$ cat src/rtl/decoder_stream.sv
// decoder_stream: pipelined select-code decoder on a valid/ready stream.
// A binary select code plus a mode is decoded into one-hot, thermometer or
// their inverses. The result is registered, and a skid register behind the
// output register lets the block run at full throughput under backpressure
// without any combinational path from out_ready to in_ready.
module decoder_stream #(
   parameter int SEL_W = 3,
   parameter int OUT_W = 8,
   parameter int CNT_W = 8
) (
   input  logic             clock,
   input  logic             reset_n,
   input  logic             in_valid,
   output logic             in_ready,
   input  logic [SEL_W-1:0] in_sel,
   input  logic [1:0]       in_mode,
   output logic             out_valid,
   input  logic             out_ready,
   output logic [OUT_W-1:0] out_data,
   output logic             out_err,
   output logic [CNT_W-1:0] err_count,
   input  logic             clr_count
);

   // Buffer occupancy, encoded as {out_valid, skid_full}
   localparam logic [1:0] ST_EMPTY = 2'b00;
   localparam logic [1:0] ST_ONE   = 2'b10;
   localparam logic [1:0] ST_TWO   = 2'b11;

   localparam logic [CNT_W-1:0] CNT_MAX = {CNT_W{1'b1}};

   logic             out_valid_q;
   logic [OUT_W-1:0] out_data_q;
   logic             out_err_q;
   logic             skid_full;
   logic [OUT_W-1:0] skid_data;
   logic             skid_err;
   logic [CNT_W-1:0] err_cnt_q;

   logic             accept;
   logic             consume;
   logic [1:0]       buf_state;

   int               sel_int;
   logic [OUT_W-1:0] onehot_vec;
   logic [OUT_W-1:0] therm_vec;
   logic [OUT_W-1:0] dec_data;
   logic             dec_err;

   assign in_ready  = !skid_full;
   assign accept    = in_valid && in_ready;
   assign consume   = out_valid_q && out_ready;
   assign buf_state = {out_valid_q, skid_full};

   assign out_valid = out_valid_q;
   assign out_data  = out_data_q;
   assign out_err   = out_err_q;
   assign err_count = err_cnt_q;

   // Decode the presented code; out-of-range codes naturally give an all-zero
   // one-hot and a saturated thermometer, and the inverted modes follow
   always_comb begin
      sel_int    = int'(in_sel);
      onehot_vec = '0;
      therm_vec  = '0;
      dec_data   = '0;
      dec_err    = (sel_int >= OUT_W);
      for (int i = 0; i < OUT_W; i++) begin
         onehot_vec[i] = (i == sel_int);
         therm_vec[i]  = (i <= sel_int);
      end
      case (in_mode)
         2'b00:   dec_data = onehot_vec;
         2'b01:   dec_data = therm_vec;
         2'b10:   dec_data = ~onehot_vec;
         default: dec_data = ~therm_vec;
      endcase
   end

   // Two-entry buffer: output register in front, skid register behind it
   always_ff @(posedge clock) begin
      if (!reset_n) begin
         out_valid_q <= 1'b0;
         out_data_q  <= '0;
         out_err_q   <= 1'b0;
         skid_full   <= 1'b0;
         skid_data   <= '0;
         skid_err    <= 1'b0;
      end else begin
         case (buf_state)
            ST_EMPTY: begin
               if (accept) begin
                  out_valid_q <= 1'b1;
                  out_data_q  <= dec_data;
                  out_err_q   <= dec_err;
               end
            end
            ST_ONE: begin
               if (accept && consume) begin
                  out_data_q <= dec_data;
                  out_err_q  <= dec_err;
               end else if (accept) begin
                  skid_full <= 1'b1;
                  skid_data <= dec_data;
                  skid_err  <= dec_err;
               end else if (consume) begin
                  out_valid_q <= 1'b0;
               end
            end
            ST_TWO: begin
               if (consume) begin
                  out_data_q <= skid_data;
                  out_err_q  <= skid_err;
                  skid_full  <= 1'b0;
               end
            end
            default: begin
               out_valid_q <= 1'b0;
               skid_full   <= 1'b0;
            end
         endcase
      end
   end

   // Saturating count of accepted out-of-range codes; clear beats increment
   always_ff @(posedge clock) begin
      if (!reset_n) begin
         err_cnt_q <= '0;
      end else if (clr_count) begin
         err_cnt_q <= '0;
      end else if (accept && dec_err && (err_cnt_q != CNT_MAX)) begin
         err_cnt_q <= err_cnt_q + CNT_W'(1);
      end
   end

endmodule

$ cat config.mk
export PLATFORM = sky130hd
export DESIGN_NAME = decoder_stream
export DESIGN_NICKNAME = d
export VERILOG_FILES = /design/src/rtl/decoder_stream.sv
export SDC_FILE = /design/constraint.sdc
export NUM_CORES = 1
export LEC_CHECK = 0
export BUFFER_PORTS_ARGS = -buffer_cell sky130_fd_sc_hd__buf_2
export CAP_MARGIN = 40
export CORE_MARGIN = 2
export CORE_UTILIZATION = 50
export DETAILED_ROUTE_END_ITERATION = 10
export PLACE_DENSITY_LB_ADDON = 0.05
export SLEW_MARGIN = 40
export SYNTH_ARGS = -nofsm -noshare
export SYNTH_HDL_FRONTEND = slang
export SYNTH_SLANG_ARGS = --single-unit
$ cat constraint.sdc
create_clock -name clock -period 2.6 [get_ports clock]
set_input_delay 0.13 -clock clock [delete_from_list [all_inputs] [get_ports clock]]
set_output_delay 0.13 -clock clock [all_outputs]
set_load 0.02 [all_outputs]
==> metrics.md, run 1 <==
| Metric | Value |
|---|---|
| Post-synthesis sequential area ratio | `0.295` |
| CTS tree | `yes` |
| Final core utilization | `0.570` |
| CP Cell Sequence | `inv_1, ha_1, a211oi_2, a21o_1, mux2i_1` |
| Largest net degree at the start of global routing | `19` |
| Top Family by Delay on Critical Path | `compound AO/OA/AOI/OAI gates` |
| Initial antenna violation count | `0` |
| FFs w/ async S/R, synth | `0` |
| Hold-fix buffers, CTS | `0` |
| Clk buf depth | `2` |
| Max IR drop VDD | `between 600 and 700 µV` |
| Required time of the critical path | `2.83 ns` |
| # DRC | `0` |
| Leak | `around 0.53 nW` |
| Synth Flop Type | `dfxtp_1` |
| Bufs and invs on worst path | `1` |
| Post-CTS setup buffers | `0` |
| Synth-to-Final Area Change | `5.23%` |
| Max-Cap Viols | `0` |
| Critical path type | `register to register` |
| Post-DP HPWL | `1.84 mm` |
| WP data arrival | `2.05 ns` |
| Worst path max stage delay | `approximately 0.46 ns` |
| Pwr Density | `roughly 740 nW/µm²` |
| Die area | `between 2000 and 3000 µm²` |
| Slowest-stage cell, CP | `dfxtp_1` |
| Grt ovf | `0` |
| HP Class | `input port to register` |
| Remaining antenna violation count | `0` |
| Tmin final | `1.82 ns` |
| Routed length per instance | `about 13 µm` |
| Global-route wire length before repair | `between 4 and 5 mm` |
| Comb power frac | `0.427` |
| CTS Buf Count | `3` |
| Reg clk slew, reported paths | `0.11 ns` |
| Count of non-filler cells in the finished layout | `~190` |
| Unrepaired setup endpoints after global routing | `false` |
| Via/cell ratio | `about 5.7` |
| # rows | `17` |
| Port Buffers | `18` |
| Placed insts | `189` |
| Switch share | `0.393` |
| Int Power | `580 µW` |
| Critical path peak fanout | `8` |
| Root Buffer Master | `clkbuf_4` |
| GRT Util Overall | `0.200` |
| Final period util | `0.700` |
| Sequential cell area | `360 µm²` |
| I/O pin cnt | `29` |
| Clock network power share | `0.183` |
| Gpl congestion | `roughly 0.76` |
| Die width | `between 50 and 60 µm` |
| Clock skew after layout | `about 0.0065 ns` |
| Post-Syn Area | `about 1200 µm²` |
| CTS Sinks | `18` |
| Flops & latches, synth | `18` |
| Layout Nets | `around 180` |
| Post-CTS resize count | `0` |
| Initial Util | `0.542` |
| Via count | `roughly 1,100` |
| # setup viols final | `0` |
| Fillers | `about 230` |
| Final hold viol count | `0` |
| EDFF count, synth | `0` |
| Critical Path Sink Type | `register` |
| Max Slew Vio Count | `0` |
| Startpoint types | `register` |
| DRT iter0 DRCs | `17` |
| Share of cells above drive strength 1 | `0.182` |
| Post-Synthesis Cells | `153` |
| Sequential share of power | `0.390` |
| Max Freq | `~550 MHz` |
| Number of diodes | `0` |
| Yosys warns | `0` |
| Library cells used by synthesis | `50` |
| Net Switching | `roughly 370 µW` |
| H-tree depth | `1` |
| Total wire length | `2.45 mm` |
| Die H | `about 53 µm` |
| Vias in the first global route | `955` |
| Outcome | `complete, no violations` |
| Clock Latency Late Sink | `around 0.30 ns` |
| Syn Area/Cell | `about 8 µm²` |
| Area of the multi-input gates | `744 µm²` |
| DRT Pass-1 Iters | `4` |
| Core Region | `roughly 2300 µm²` |
| Setup TNS | `0 ns` |
-- sequential cells by signal (all words and copies together), names as in the netlist --
signal	count
out_valid	1
skid_full	1
out_data	8
skid_data	8
-- placed cells by master, fill, tap and decap left out, types with 4 or more instances in the layout --
cell type	instances
nand3_1	4
dfxtp_1	18
nand2_1	18
nor2_1	11
conb_1	9
o21ai_0	9
a21oi_1	7
buf_2	18
nor3_1	7
inv_1	5
-- worst min-delay path, cell delays in order --
cell      delay [ns]
buf_2           0.12
nand3_1         0.06
a221oi_1        0.06
-- Yosys cell counts (2+ instances only) --
cell type,count,area share
inv_1,5,0.015
a211oi_1,2,0.012
nor2_1,11,0.034
o21a_1,3,0.018
o21bai_1,2,0.012
buf_6,2,0.018
o21ai_0,9,0.037
nor2b_1,2,0.010
clkbuf_1,2,0.0061
nand2b_1,3,0.015
nand3b_1,2,0.012
and2_1,2,0.010
a21o_1,3,0.018
mux2i_1,3,0.025
ha_1,3,0.031
buf_2,2,0.0082
o2111ai_1,2,0.014
nand2_1,18,0.055
or3b_1,2,0.014
a21oi_1,7,0.029
nand3_1,4,0.016
buf_4,11,0.068
nor3_1,7,0.029
o22ai_1,2,0.010
xnor2_1,2,0.014
dfxtp_1,18,0.30
-- final timing paths --
| kind | startpoint | end | slack, ns | cells after the start |
|---|---|---|---|---|
| hold / removal | in_valid | skid_full$_SDFFE_PN0P_ | 0.12 | 3 |
| setup / recovery | out_valid$_SDFFE_PN0P_ | out_data[6]$_SDFFE_PN0P_ | 0.78 | 5 |
| hold reg to reg | skid_data[1]$_SDFFE_PN0P_ | skid_data[1]$_SDFFE_PN0P_ | 0.46 | 2 |
| setup reg to reg | out_valid$_SDFFE_PN0P_ | out_data[6]$_SDFFE_PN0P_ | 0.78 | 5 |
-- cell type report --
cell class | count | area share
Multi-Input combinational cell | 120 | 0.579
Timing Repair Buffer | 18 | 0.0701
Clock buffer | 4 | 0.0282
Sequential cell | 18 | 0.280
Inverter | 5 | 0.0146
Tap cell | 28 | 0.0273
-- metal layers --
| layer | track usage | vias to the layer above | routed length [µm] |
|---|---|---|---|
| met4 | 0.0385 | 0 | 10 |
| met1 | 0.246 | 513 | 1140 |
| met2 | 0.350 | 21 | 1200 |
| met5 | 0 | - | 0 |
| met3 | 0.0508 | 2 | 101 |
| li1 | - | 556 | - |
-- per-stage QoR --
step | setup slack [ns] | power, mW | hold slack, ns | cell area [µm²]
after global placement | 0.859 | 0.777 | 0.430 | 1250
after global routing | 0.571 | 1.03 | 0.124 | 1280
after floorplan | 0.928 | 0.711 | 0.295 | 1250
final | 0.781 | 0.955 | 0.117 | 1280
after detailed placement | 0.807 | 0.788 | 0.436 | 1250
after CTS | 0.773 | 0.963 | 0.114 | 1280
-- power groups by stage --
stage | combinational, mW | clock [mW] | sequential, mW
6_report | 0.408 | 0.175 | 0.373
3_5_place_dp | 0.409 | 0 | 0.379
3_3_place_gp | 0.400 | 0 | 0.377
4_1_cts | 0.411 | 0.179 | 0.373
2_1_floorplan | 0.278 | 0 | 0.433
5_1_grt | 0.459 | 0.188 | 0.380
-- logic make-up after synthesis --
| logic type | after synthesis | synth area share |
|---|---|---|
| compound gates | 44 | 0.260 |
| xor+xnor | 2 | 0.0143 |
| fa+ha+maj | 3 | 0.0307 |
| buf+inv | 23 | 0.120 |
| flops | 18 | 0.295 |
| mux | 4 | 0.0338 |
| other cells | 1 | 0.00307 |
| simple gates | 58 | 0.243 |
(Power assumes the default switching activity.)
==> run 2, diff against run 1 <==
ABC_AREA = 1   (was not set)
clock period = 1.7 ns   (was 2.6 ns; I/O delays follow)
==> metrics.md, run 2 <==
| Metric | Value |
|---|---|
| Port Buffers | `18 (unchanged)` |
| XOR/XNOR Fraction of Synth Area | `0 (was 0.0143)` |
| Via count | `1,209 (was 1,092)` |
| Hold path cells | `3 (unchanged)` |
| Routed length per instance | `9.63 µm (was 12.7 µm)` |
| Synth Area in Adders | `0.0299 (was 0.0307)` |
| Tmin final | `1.54 ns (was 1.82 ns)` |
| Slowest-stage cell, CP | `dfxtp_1 (unchanged)` |
| Critical Path Sink Type | `register (unchanged)` |
| Required time of the critical path | `1.90 ns (was 2.83 ns)` |
| FFs w/ async S/R, synth | `0 (unchanged)` |
| Fillers | `267 (was 225)` |
| Post-Synthesis Cells | `201 (was 153)` |
| Top-count cell post-synth | `nand2_1` |
| Worst path max stage delay | `0.45 ns (was 0.46 ns)` |
| Initial antenna violation count | `0 (unchanged)` |
| Largest net degree at the start of global routing | `18 (was 19)` |
| Critical path type | `register to register (unchanged)` |
| Leak | `0.736 nW (was 0.533 nW)` |
| # setup viols final | `0 (unchanged)` |
| Layout Nets | `233 (was 179)` |
| Die width | `54.1 µm (was 53.4 µm)` |
| Share of cells above drive strength 1 | `0.188 (was 0.182)` |
| Startpoint types | `register (unchanged)` |
| Remaining antenna violation count | `0 (unchanged)` |
| Critical path peak fanout | `9 (was 8)` |
| Synth Flop Type | `dfxtp_1 (unchanged)` |
| Post-DP Area | `1340 µm² (was 1250 µm²)` |
| Clock skew after layout | `0.00926 ns (was 0.00653 ns)` |
| Hold-fix buffers, CTS | `0 (unchanged)` |
| Yosys warns | `0 (unchanged)` |
| EDFF count, synth | `0 (unchanged)` |
| Post-Syn Area | `1250 µm² (was 1220 µm²)` |
| Commonest cells after routing, fill and taps aside | `nand2_1 (59), nor2_1 (27), inv_1 (21) (was nand2_1 (18), buf_2 (18), dfxtp_1 (18))` |
| Setup TNS | `0 ns (unchanged)` |
| Outcome | `complete, no violations (unchanged)` |
| WP data arrival | `1.74 ns (was 2.05 ns)` |
| Max-Cap Viols | `0 (unchanged)` |
| Final instance area | `1360 µm² (was 1280 µm²)` |
| DRT iter0 DRCs | `15 (was 17)` |
| Area of the multi-input gates | `721 µm² (was 744 µm²)` |
| CTS tree | `yes (unchanged)` |
| CTS Buf Count | `3 (unchanged)` |
| Largest family of logic cells by synthesized area | `simple AND/OR/NAND/NOR gates (was compound AO/OA/AOI/OAI gates)` |
| I/O pin cnt | `29 (unchanged)` |
| Die H | `54.1 µm (was 53.4 µm)` |
| Die area | `2920 µm² (was 2850 µm²)` |
| Reg clk slew, reported paths | `0.11 ns (about the same)` |
| Top cells by area, synth | `dfxtp_1 (29%), nand2_1 (18%), nor2_1 (8.1%) (was dfxtp_1 (30%), buf_4 (6.8%), nand2_1 (5.5%))` |
| Gpl congestion | `0.805 (was 0.762)` |
| HP Class | `input port to register (unchanged)` |
| Core Region | `2430 µm² (was 2250 µm²)` |
| Max Slew Vio Count | `0 (unchanged)` |
| Post-synthesis sequential area ratio | `0.287 (was 0.295)` |
| Root Buffer Master | `clkbuf_4 (unchanged)` |
| Grt ovf | `0 (unchanged)` |
| Synth-to-Final Area Change | `8.28% (was 5.23%)` |
| Mux cell area share after synthesis | `0 (was 0.0338)` |
| Final period util | `0.906 (was 0.700)` |
| Number of diodes | `0 (unchanged)` |
| # DRC | `0 (unchanged)` |
| H-tree depth | `1 (unchanged)` |
| Clock Latency Late Sink | `0.29 ns (was 0.30 ns)` |
| Max IR drop VDD | `1010 µV (was 600 µV)` |
| DRT Pass-1 Iters | `4 (unchanged)` |
| R2r worst-path depth | `7 (was 5)` |
| Final hold viol count | `0 (unchanged)` |
| Vias in the first global route | `961 (was 955)` |
| GRT Util Overall | `0.186 (was 0.200)` |
| # rows | `18 (was 17)` |
| Max Freq | `649 MHz (was 550 MHz)` |
| Pwr Density | `1410 nW/µm² (was 743 nW/µm²)` |
| Top cells by count, synth | `nand2_1 (59), nor2_1 (27), inv_1 (21) (was dfxtp_1 (18), nand2_1 (18), buf_4 (11), nor2_1 (11), o21ai_0 (9))` |
| Syn Area/Cell | `6.24 µm² (was 7.98 µm²)` |
| Flops & latches, synth | `18 (unchanged)` |
| Final core utilization | `0.558 (was 0.570)` |
| Total wire length | `2.39 mm (was 2.45 mm)` |
| Clk buf depth | `2 (unchanged)` |
| Post-CTS setup buffers | `0 (unchanged)` |
| Synth area leader | `dfxtp_1 (unchanged)` |
| Initial Util | `0.515 (was 0.542)` |
| Synth Area in Simple Gates | `0.420 (was 0.243)` |
| CTS Sinks | `18 (unchanged)` |
| Post-synthesis compound-gate area fraction | `0.0978 (was 0.260)` |
| Library cells used by synthesis | `27 (was 50)` |
| Commonest non-fill, non-tap cell in the layout | `nand2_1` |
| Post-DP HPWL | `1.89 mm (was 1.84 mm)` |
| Yosys top cell area share | `0.287 (was 0.295)` |
| Via/cell ratio | `4.88 (was 5.66)` |
| Sequential cell area | `360 µm² (unchanged)` |
| Unrepaired setup endpoints after global routing | `false (unchanged)` |
| CP Cell Sequence | `inv_1, ha_1, or2_4, nand2_8, nand3_1, a21oi_1, nor2_1 (was inv_1, ha_1, a211oi_2, a21o_1, mux2i_1)` |
| Post-CTS resize count | `0 (unchanged)` |
| Global-route wire length before repair | `4.01 mm (was 4.17 mm)` |
-- run 2: cell count changes after synthesis, sizes merged, moves of 6 or more --
cell   previous run  this run
inv               5        25
nor2             12        29
nand2            18        64
nand3             4        21
nor3              7         1
-- run 2: metal layers --
metal | global-route usage | part of all wire
met3 | 0.0306 | 0.049
met1 | 0.237 | 0.48
met4 | 0.0542 | 0.012
met5 | 0 | 0
met2 | 0.319 | 0.46
-- run 2: power by group --
group	internal, mW	total (mW)	switching, mW
Clock	0.0824	0.213	0.130
Sequential	0.547	0.617	0.0705
Combinational	0.396	1.08	0.684
-- run 2: cell type report --
type | instances | area share
well taps | 30 | 0.0276
repair buffers | 20 | 0.0866
multi-input cells | 151 | 0.531
inverters | 26 | 0.0728
flip-flops and latches | 18 | 0.265
clock buffers | 3 | 0.0166
-- run 2: worst max-delay path, delay by kind of cell, from the launching register on --
kind	cells	cell delay, ns
and+or+nand+nor	4	0.47
AOI/OAI and AO/OA	1	0.15
adders and majority gates	1	0.29
DFF	1	0.45
buffers and inverters	1	0.07
-- run 2: path summary, 6_finish.rpt --
| kind | startpoint | end | slack, ns |
|---|---|---|---|
| setup / recovery | out_valid$_SDFFE_PN0P_ | out_data[4]$_SDFFE_PN0P_ | 0.16 |
| hold / removal | reset_n | out_data[7]$_SDFFE_PN0P_ | 0.15 |
| setup reg to reg | out_valid$_SDFFE_PN0P_ | out_data[4]$_SDFFE_PN0P_ | 0.16 |
| hold reg to reg | out_data[3]$_SDFFE_PN0P_ | out_data[3]$_SDFFE_PN0P_ | 0.52 |
-- run 2: cells by family (layout without fill, tap and decap cells) --
family / Yosys count / in the layout
DFF: 18 / 18
AOI/OAI and AO/OA: 21 / 21
adders and majority gates: 3 / 3
other: 1 / 9
and+or+nand+nor: 118 / 118
buffers and inverters: 40 / 49
-- run 2: metrics by stage --
stage / power [mW] / hold slack, ns / instances / worst slack (ns)
after floorplan: 1.50 / 0.221 / 209 / 0.172
after global placement: 1.69 / 0.474 / 245 / 0.193
after detailed placement: 1.71 / 0.475 / 245 / 0.153
after CTS: 1.93 / 0.165 / 248 / 0.139
after global routing: 2.10 / 0.179 / 248 / 0.0123
final: 1.91 / 0.155 / 248 / 0.159
